File: src/rtl/fir_output_stage_if.sv
// rtl/fir_output_stage_if.sv - sum input and valid/ready sample output of the FIR output stage
// The master side drives sums and the consumer ready; the slave side is the output stage.
interface fir_output_stage_if #(
   parameter int DATA_WIDTH = 32,
   parameter int OUT_WIDTH  = 16
);
   logic                  i_sum_valid;
   logic [DATA_WIDTH-1:0] iv_sum;
   logic                  o_valid;
   logic                  i_ready;
   logic [OUT_WIDTH-1:0]  ov_dout;

   modport master (
      output i_sum_valid,
      output iv_sum,
      output i_ready,
      input  o_valid,
      input  ov_dout
   );

   modport slave (
      input  i_sum_valid,
      input  iv_sum,
      input  i_ready,
      output o_valid,
      output ov_dout
   );
endinterface

File: src/rtl/fir_output_stage.sv
// rtl/fir_output_stage.sv - FIR output stage: decimate, round/saturate, FWFT output FIFO
// Stage 1 never stalls; a result that finds the FIFO full with no pop is dropped and flagged.
module fir_output_stage #(
   parameter int DATA_WIDTH = 32,
   parameter int OUT_WIDTH  = 16,
   parameter int DECIM      = 1,
   parameter int FIFO_DEPTH = 4
) (
   input  logic                          i_clk,
   input  logic                          i_rst_n,
   input  logic                          i_clr,
   fir_output_stage_if.slave             bus,
   output logic [$clog2(FIFO_DEPTH):0]   ov_level,
   output logic                          o_overflow,
   output logic                          o_sat
);
   localparam int SH = DATA_WIDTH - OUT_WIDTH;
   localparam int AW = $clog2(FIFO_DEPTH);
   localparam logic signed [DATA_WIDTH:0] C_RND =
      {{(DATA_WIDTH + 1 - SH){1'b0}}, 1'b1, {(SH - 1){1'b0}}};
   localparam logic signed [DATA_WIDTH:0] C_MAX = {{(SH + 2){1'b0}}, {(OUT_WIDTH - 1){1'b1}}};
   localparam logic signed [DATA_WIDTH:0] C_MIN = {{(SH + 2){1'b1}}, {(OUT_WIDTH - 1){1'b0}}};
   localparam logic [7:0]    C_DLAST = 8'(DECIM - 1);
   localparam logic [AW:0]   C_FULL  = (AW + 1)'(FIFO_DEPTH);
   localparam logic [AW-1:0] C_ONE   = {{(AW - 1){1'b0}}, 1'b1};

   logic [7:0]            r_cnt;
   logic                  r_s1_valid;
   logic [OUT_WIDTH-1:0]  r_s1_data;
   logic [OUT_WIDTH-1:0]  r_mem [FIFO_DEPTH];
   logic [AW-1:0]         r_wptr;
   logic [AW-1:0]         r_rptr;
   logic [AW:0]           r_level;
   logic [OUT_WIDTH-1:0]  r_last;
   logic                  r_ovf;
   logic                  r_sat;

   logic                  w_keep;
   logic signed [DATA_WIDTH:0] w_t;
   logic signed [DATA_WIDTH:0] w_r;
   logic                  w_hi;
   logic                  w_lo;
   logic [OUT_WIDTH-1:0]  w_result;
   logic                  w_pop;
   logic                  w_push;

   assign w_keep = bus.i_sum_valid && (r_cnt == 8'd0);

   // One extra bit of headroom so the rounding add cannot wrap at the positive end.
   assign w_t = $signed({bus.iv_sum[DATA_WIDTH-1], bus.iv_sum}) + C_RND;
   assign w_r = w_t >>> SH;
   assign w_hi = (w_r > C_MAX);
   assign w_lo = (w_r < C_MIN);
   assign w_result = w_hi ? C_MAX[OUT_WIDTH-1:0] :
                     w_lo ? C_MIN[OUT_WIDTH-1:0] : w_r[OUT_WIDTH-1:0];

   assign w_pop  = (r_level != '0) && bus.i_ready;
   assign w_push = r_s1_valid && ((r_level < C_FULL) || w_pop);

   assign bus.o_valid = (r_level != '0);
   assign bus.ov_dout = (r_level != '0) ? r_mem[r_rptr] : r_last;
   assign ov_level    = r_level;
   assign o_overflow  = r_ovf;
   assign o_sat       = r_sat;

   always_ff @(posedge i_clk) begin
      if (w_push && !i_clr) begin
         r_mem[r_wptr] <= r_s1_data;
      end
   end

   always_ff @(posedge i_clk or negedge i_rst_n) begin
      if (!i_rst_n) begin
         r_cnt      <= '0;
         r_s1_valid <= 1'b0;
         r_s1_data  <= '0;
         r_wptr     <= '0;
         r_rptr     <= '0;
         r_level    <= '0;
         r_last     <= '0;
         r_ovf      <= 1'b0;
         r_sat      <= 1'b0;
      end else if (i_clr) begin
         r_cnt      <= '0;
         r_s1_valid <= 1'b0;
         r_s1_data  <= '0;
         r_wptr     <= '0;
         r_rptr     <= '0;
         r_level    <= '0;
         r_last     <= '0;
         r_ovf      <= 1'b0;
         r_sat      <= 1'b0;
      end else begin
         if (bus.i_sum_valid) begin
            r_cnt <= (r_cnt == C_DLAST) ? 8'd0 : r_cnt + 8'd1;
         end
         r_s1_valid <= w_keep;
         if (w_keep) begin
            r_s1_data <= w_result;
            if (w_hi || w_lo) begin
               r_sat <= 1'b1;
            end
         end
         if (w_push) begin
            r_wptr <= r_wptr + C_ONE;
         end
         // Remember the departing head so ov_dout holds it once the FIFO drains.
         if (w_pop) begin
            r_rptr <= r_rptr + C_ONE;
            r_last <= r_mem[r_rptr];
         end
         if (r_s1_valid && !w_push) begin
            r_ovf <= 1'b1;
         end
         case ({w_push, w_pop})
            2'b10:   r_level <= r_level + 1'b1;
            2'b01:   r_level <= r_level - 1'b1;
            default: r_level <= r_level;
         endcase
      end
   end
endmodule
File: src/flat_wrapper.sv
// flat-port wrapper written by rule: the top's interface ports become plain ports
module fir_output_stage_flat 
#(
   parameter int DATA_WIDTH = 32,
   parameter int OUT_WIDTH  = 16,
   parameter int DECIM      = 1,
   parameter int FIFO_DEPTH = 4
)
  (i_clk, i_rst_n, i_clr, ov_level, o_overflow, o_sat, bus_i_sum_valid, bus_iv_sum, bus_i_ready, bus_o_valid, bus_ov_dout);
  fir_output_stage_if #(.DATA_WIDTH(DATA_WIDTH), .OUT_WIDTH(OUT_WIDTH)) bus_i ();
  input  logic i_clk;
  input  logic i_rst_n;
  input  logic i_clr;
  output logic [$clog2(FIFO_DEPTH):0] ov_level;
  output logic o_overflow;
  output logic o_sat;
  input wire logic [$bits(bus_i.i_sum_valid)-1:0] bus_i_sum_valid;
  input wire logic [$bits(bus_i.iv_sum)-1:0] bus_iv_sum;
  input wire logic [$bits(bus_i.i_ready)-1:0] bus_i_ready;
  output wire logic [$bits(bus_i.o_valid)-1:0] bus_o_valid;
  output wire logic [$bits(bus_i.ov_dout)-1:0] bus_ov_dout;
  assign bus_i.i_sum_valid = bus_i_sum_valid;
  assign bus_i.iv_sum = bus_iv_sum;
  assign bus_i.i_ready = bus_i_ready;
  assign bus_o_valid = bus_i.o_valid;
  assign bus_ov_dout = bus_i.ov_dout;
  fir_output_stage #(.DATA_WIDTH(DATA_WIDTH), .OUT_WIDTH(OUT_WIDTH), .DECIM(DECIM), .FIFO_DEPTH(FIFO_DEPTH)) u_core (.i_clk(i_clk), .i_rst_n(i_rst_n), .i_clr(i_clr), .bus(bus_i), .ov_level(ov_level), .o_overflow(o_overflow), .o_sat(o_sat));
endmodule
File: config.mk
export PLATFORM = sky130hd
export DESIGN_NAME = fir_output_stage_flat
export DESIGN_NICKNAME = d
export VERILOG_FILES = /design/src/rtl/fir_output_stage_if.sv /design/src/rtl/fir_output_stage.sv /design/src/flat_wrapper.sv
export SDC_FILE = /design/constraint.sdc
export NUM_CORES = 1
export LEC_CHECK = 0
export CORE_MARGIN = 4
export CORE_UTILIZATION = 55
export CTS_CLUSTER_SIZE = 28
export DETAILED_ROUTE_END_ITERATION = 6
export MAX_ROUTING_LAYER = met4
export PLACE_DENSITY = 0.78
export SLEW_MARGIN = 20
export SYNTH_ARGS = -nofsm -noshare
export SYNTH_HDL_FRONTEND = slang
export SYNTH_SLANG_ARGS = --single-unit
File: constraint.sdc
create_clock -name i_clk -period 5.2 [get_ports i_clk]
set_input_delay 1.3 -clock i_clk [delete_from_list [all_inputs] [get_ports i_clk]]
set_output_delay 1.3 -clock i_clk [all_outputs]
set_load 0.03 [all_outputs]
## Word level (Yosys, flattened, before mapping)

Memory sizes are Yosys's and may differ from the RTL's.
Cells that the tools add are included.

- Memory bits (read-only): 0
- Memory bits (writable): 64
- Memories: 1
- Bits in latches: 0
- Register bits after elaboration: 50

- Div/mod/pow operators: 0
- Bitwise operators: 0
- $lt $le $gt $ge: 3
- Muxes and demuxes: 24
- Add/sub/neg operators: 6
- Eq/ne operators: 2
- Reduce and logical (&&, ||, !) cells: 19
- Multiply operators: 0
- Shifts and indexed selects: 0

Memories:

| memory | words | bits a word | rd ports | clocked after memory_dff | wr ports | line | source |
|---|---|---|---|---|---|---|---|
| u_core.r_mem | 4 | 16 | 1 | 0 | 1 | fir_output_stage.sv:30 | `logic [OUT_WIDTH-1:0] r_mem [FIFO_DEPTH];` |

Operator list:

| cell | count |
|---|---|
| $mux W16 | 7 |
| $add A32 B17 Y33 const B | 1 |
| $mux W8 | 3 |
| $gt A17 B16 Y1 const B | 1 |
| $lt A17 B16 Y1 const B | 1 |
| $reduce_bool A2 Y1 | 6 |
| $add A8 B1 Y8 const B | 1 |
| $logic_not A8 Y1 | 1 |
| $mux W1 | 8 |
| $mux W2 | 4 |
| $pmux W3 S2 | 1 |
| $reduce_bool A3 Y1 | 2 |
| $logic_and A1 B1 Y1 | 5 |
| $add A2 B1 Y2 const B | 2 |
| $add A3 B1 Y3 const B | 1 |
| $lt A3 B3 Y1 const B | 1 |
| $mux W3 | 1 |
| $sub A3 B1 Y3 const B | 1 |
| $eq A2 B1 Y1 const B | 1 |
| $eq A2 B2 Y1 const B | 1 |
| $logic_not A1 Y1 | 2 |
| $logic_or A1 B1 Y1 | 2 |
| $reduce_and A2 Y1 | 1 |

## Depth between registers and ports, before layout

- Depth in word-level cells: 8
- Mapped depth: 7
- Depth with buffers taken out: 7

## Worst setup path after synthesis

OpenSTA, ideal clock, no wires.

- Path kind: flip-flop to output port
- From: reg u_core.r_level[2] (netlist: u_core.ov_level[2])
- To: out bus_ov_dout[10]
- Path slack: 2068 ps
- Data arrival time: 1832 ps
- Cell stages (with the launch flop): 5
- Cell sequence: dfrtp_1 > buf_2 > nor3_2 > buf_2 > mux2_2

- Longest elaborated chain between the ends: 2

RTL lines:

| element | line | source |
|---|---|---|
| start: declaration | fir_output_stage.sv:33 | `logic [AW:0] r_level;` |
| start signal: assignment | fir_output_stage.sv:116 | `2'b10: r_level <= r_level + 1'b1;` |
| start signal: assignment | fir_output_stage.sv:117 | `2'b01: r_level <= r_level - 1'b1;` |
| start signal: assignment | fir_output_stage.sv:118 | `default: r_level <= r_level;` |
| $reduce_bool A3 Y1 | fir_output_stage.sv:61 | `assign bus.ov_dout = (r_level != '0) ? r_mem[r_rptr] : r_last;` |
| $mux W16 | fir_output_stage.sv:61 |  |
| end: declaration | flat_wrapper.sv:21 | `output wire logic [$bits(bus_i.ov_dout)-1:0] bus_ov_dout;` |

Every way passes these cells.

## Final worst setup path

- From: reg u_core.r_rptr[1]
- To: out bus_ov_dout[12]

- Longest elaborated chain between the ends: 2

RTL lines:

| element | line | source |
|---|---|---|
| start: declaration | fir_output_stage.sv:32 | `logic [AW-1:0] r_rptr;` |
| start signal: assignment | fir_output_stage.sv:109 | `r_rptr <= r_rptr + C_ONE;` |
| $mem_v2 Z4 W16 | -- |  |
| $mux W16 | fir_output_stage.sv:61 |  |

Every way passes these cells.

==> results.sh <==
export IMPL_p_sw_share_pct=31.8
export IMPL_rr_startpoint="u_core.ov_level[2]$_DFFE_PN0P_"
export IMPL_min_period_over_period_pct=76.6
export IMPL_placed_area_um2=5780
export IMPL_finalSetupTns_ns=0
export IMPL_power_density_nw_per_um2=530
export IMPL_path_class="reg2out"
export IMPL_tightest_slew_ns=0.906
export IMPL_coreArea_um2=9280
export IMPL_rsz0062_at_grt="false"
export IMPL_post_cts_buffers=0
export IMPL_area_growth_synth_to_final_pct=21.5
export IMPL_grt_pass1_vias=3406
export IMPL_synthCells=389
export IMPL_startpoint="u_core.r_rptr[1]$_DFFE_PN0P_"
export IMPL_pin_count=59
export IMPL_h_tree_depth=4
export IMPL_async_flop_share_pct=43.9
export IMPL_syn_nets=434
export IMPL_synth_xor_area_share_pct=3.00
export IMPL_final_common_cell="edfxtp_1"
export IMPL_hold_viol=0
export IMPL_synth_edf_count=64
export IMPL_start_kind="flop"
export IMPL_dp_hpwl_mm=6.46
export IMPL_worstPathRequired_ns=3.90
export IMPL_gp_congestion=0.866
export IMPL_clkLatencyLatePin_ns=0.50
export IMPL_max_slew_margin_pct=39.6
export IMPL_drc=0
export IMPL_fin_nets=480
export IMPL_synth_simple_gate_area_share_pct=11.5
export IMPL_switchingPower_mw=1.08
export IMPL_final_setup_viol_count=0
export IMPL_ir_worst_vdd_v=0.000277
export IMPL_viasPerCell=5.77
export IMPL_grtUsageTotal_pct=21.0
export IMPL_wire_per_inst_um=18.5
export IMPL_initial_utilization_pct=56.6
export IMPL_hold_buffers=0
export IMPL_power_frac_seq_pct=32.6
export IMPL_firstDrtPassIters=4
export IMPL_first_iter_violations=232
export IMPL_hold_start="u_core.o_overflow$_DFFE_PN0P_"
export IMPL_ant_nets=0
export IMPL_yosysUniqueCellTypes=60
export IMPL_final_cell_mix="64 x edfxtp_1, 54 x nand2_1, 50 x dfrtp_1"
export IMPL_grt_ovfl_total=0
export IMPL_dieWidth_um=106
export IMPL_hold_slack_ns=0.500
export IMPL_grt_max_degree=51
export IMPL_clockBufferDepth=2
export IMPL_max_cap_viol_count=0
export IMPL_post_cts_resized=0
export IMPL_dr_total_vias=3330
export IMPL_synth_seq_area_share_pct=60.4
export IMPL_fin_skew_ns=0.00884
export IMPL_layout_min_cycle_time_ns=3.99
export IMPL_syn_avg_cell_area_um2=13.5
export IMPL_cts_made_buffers=17
export IMPL_cts_root_buf="clkbuf_8"
export IMPL_combPwrFrac_pct=32.8
export IMPL_ys_seq_elements=114
export IMPL_synthMuxAreaShare_pct=11.0
export IMPL_crit_arrival_ns=2.69
export IMPL_grt_first_pass_wirelength_mm=17.6
export IMPL_clock_sinks=114
export IMPL_final_area_um2=6390
export IMPL_worstSetupEndpointType="output pin"
export IMPL_yosysWarnings=0
export IMPL_worst_slack_ns=1.21
export IMPL_antenna_found_initial=0
export IMPL_syn_area_um2=5260
export IMPL_synth_compound_area_share_pct=9.45
export IMPL_drt_total_wl_mm=10.7
export IMPL_dpl_worst_slack_ns=1.66
export IMPL_p_clk_share_pct=34.6
export IMPL_cts_tree="built"
export IMPL_synthAdderAreaFrac_pct=2.05
export IMPL_n_antenna_cell=0
export IMPL_clkSlewWorstSetupHoldPaths_ns=0.06
export IMPL_portBuffers=43
export IMPL_drive_above_1_share_pct=18.8
export IMPL_synth_top_family_by_area="simple AND/OR/NAND/NOR gates"
export IMPL_drv_slew=0
export IMPL_ys_flop_type="edfxtp_1"
export IMPL_outcome="finished clean"
export IMPL_hold_class="reg2reg"
export IMPL_p_int_mw=2.31
export IMPL_max_freq_mhz=251
export IMPL_die_height_um=106
export IMPL_die_area_um2=11200
export IMPL_p_leak_nw=2.39
export IMPL_core_rowCount=35
export IMPL_cp_max_fo=17
==> per-layer routing <==
layer	vias up	wire, um	part of all wire [%]	global-route usage [%]
li1	1560	-	-	-
met4	0	118	1.1	6.29
met2	79	5540	52	35.3
met3	10	348	3.3	4.78
met1	1681	4680	44	25.6
met5	-	0	0	-
==> worst paths after layout <==
check | slack (ns) | endpoint | cells past startpoint
max | 1.21 | bus_ov_dout[12] | 3
min | 0.50 | u_core.o_overflow$_DFFE_PN0P_ | 2
max reg2reg | 2.83 | u_core.ov_level[2]$_DFFE_PN0P_ | 6
min reg2reg | 0.50 | u_core.o_overflow$_DFFE_PN0P_ | 2
max in group asynchronous | 3.95 | u_core.r_last[15]$_DFFE_PN0P_ | 1
min in group asynchronous | 0.82 | u_core.r_cnt[2]$_DFFE_PN0P_ | 1
==> cell type report <==
class / count / area [um^2]
flip-flops and latches: 114 / 3170
fillers: 657 / 2900
multi-input cells: 244 / 1950
repair buffers: 47 / 458
clock buffers: 17 / 414
clock inverters: 15 / 191
well taps: 129 / 161
inverters: 11 / 41.3
==> critical path, stage by stage, from the launching register on <==
cell	delay (ns)
dfrtp_1	0.84
mux4_2	0.45
mux2_2	0.29
clkdlybuf4s50_1	0.59
==> power groups by stage <==
stage | logic [mW] | registers, mW | clock network [mW]
after detailed placement | 1.11 | 1.12 | 0
final | 1.11 | 1.10 | 1.17
after global placement | 1.10 | 1.11 | 0
after CTS | 1.12 | 1.10 | 1.18
after floorplan | 0.760 | 1.11 | 0
after global routing | 1.18 | 1.12 | 1.23
==> cell usage after synthesis (all sizes together), types with 3 or more instances <==
library cell / number / share of area [%]
a211oi: 3 / 0.43
a21oi: 22 / 2.1
a31oi: 4 / 0.48
and2: 7 / 0.83
and3: 3 / 0.36
buf: 12 / 1.2
clkbuf: 8 / 0.57
dfrtp: 50 / 24
edfxtp: 64 / 37
ha: 7 / 1.7
inv: 11 / 0.79
mux2: 16 / 3.4
mux2i: 4 / 0.76
mux4: 16 / 6.9
nand2: 54 / 3.9
nand2b: 3 / 0.36
nand3: 7 / 1.0
nand4: 7 / 1.2
nor2: 15 / 1.1
nor3: 6 / 0.67
nor4: 8 / 1.5
o211ai: 6 / 1.1
o21ai: 9 / 0.86
xnor2: 12 / 2.0
xor2: 6 / 1.0
==> cells by family (layout without fill, tap and decap cells) <==
kind of cell | Yosys count | in the layout
adder cells (fa/ha/maj) | 8 | 8
XOR/XNOR | 18 | 18
flip-flops | 114 | 114
AND/OR/NAND/NOR | 115 | 115
multiplexers | 36 | 36
buffers and inverters | 31 | 90
AO/OA/AOI/OAI | 67 | 67
==> state kept, by name, indices dropped and copies added, names as in the netlist <==
register,flops
u_core.r_s1_valid,1
u_core.r_rptr,2
u_core.r_wptr,2
u_core.r_last,16
u_core.ov_level,3
u_core.r_s1_data,16
u_core.o_sat,1
u_core.r_cnt,8
u_core.o_overflow,1
u_core.r_mem,64
==> stage by stage <==
step                      power (mW)  std cells  util, %
after floorplan                 1.87        389        -
after global routing            3.52        577     68.8
final                           3.39        577     68.8
after CTS                       3.41        577     68.8
after global placement          2.21        545     62.3
after detailed placement        2.23        545     62.3
Power figures use the tool's default switching activity.
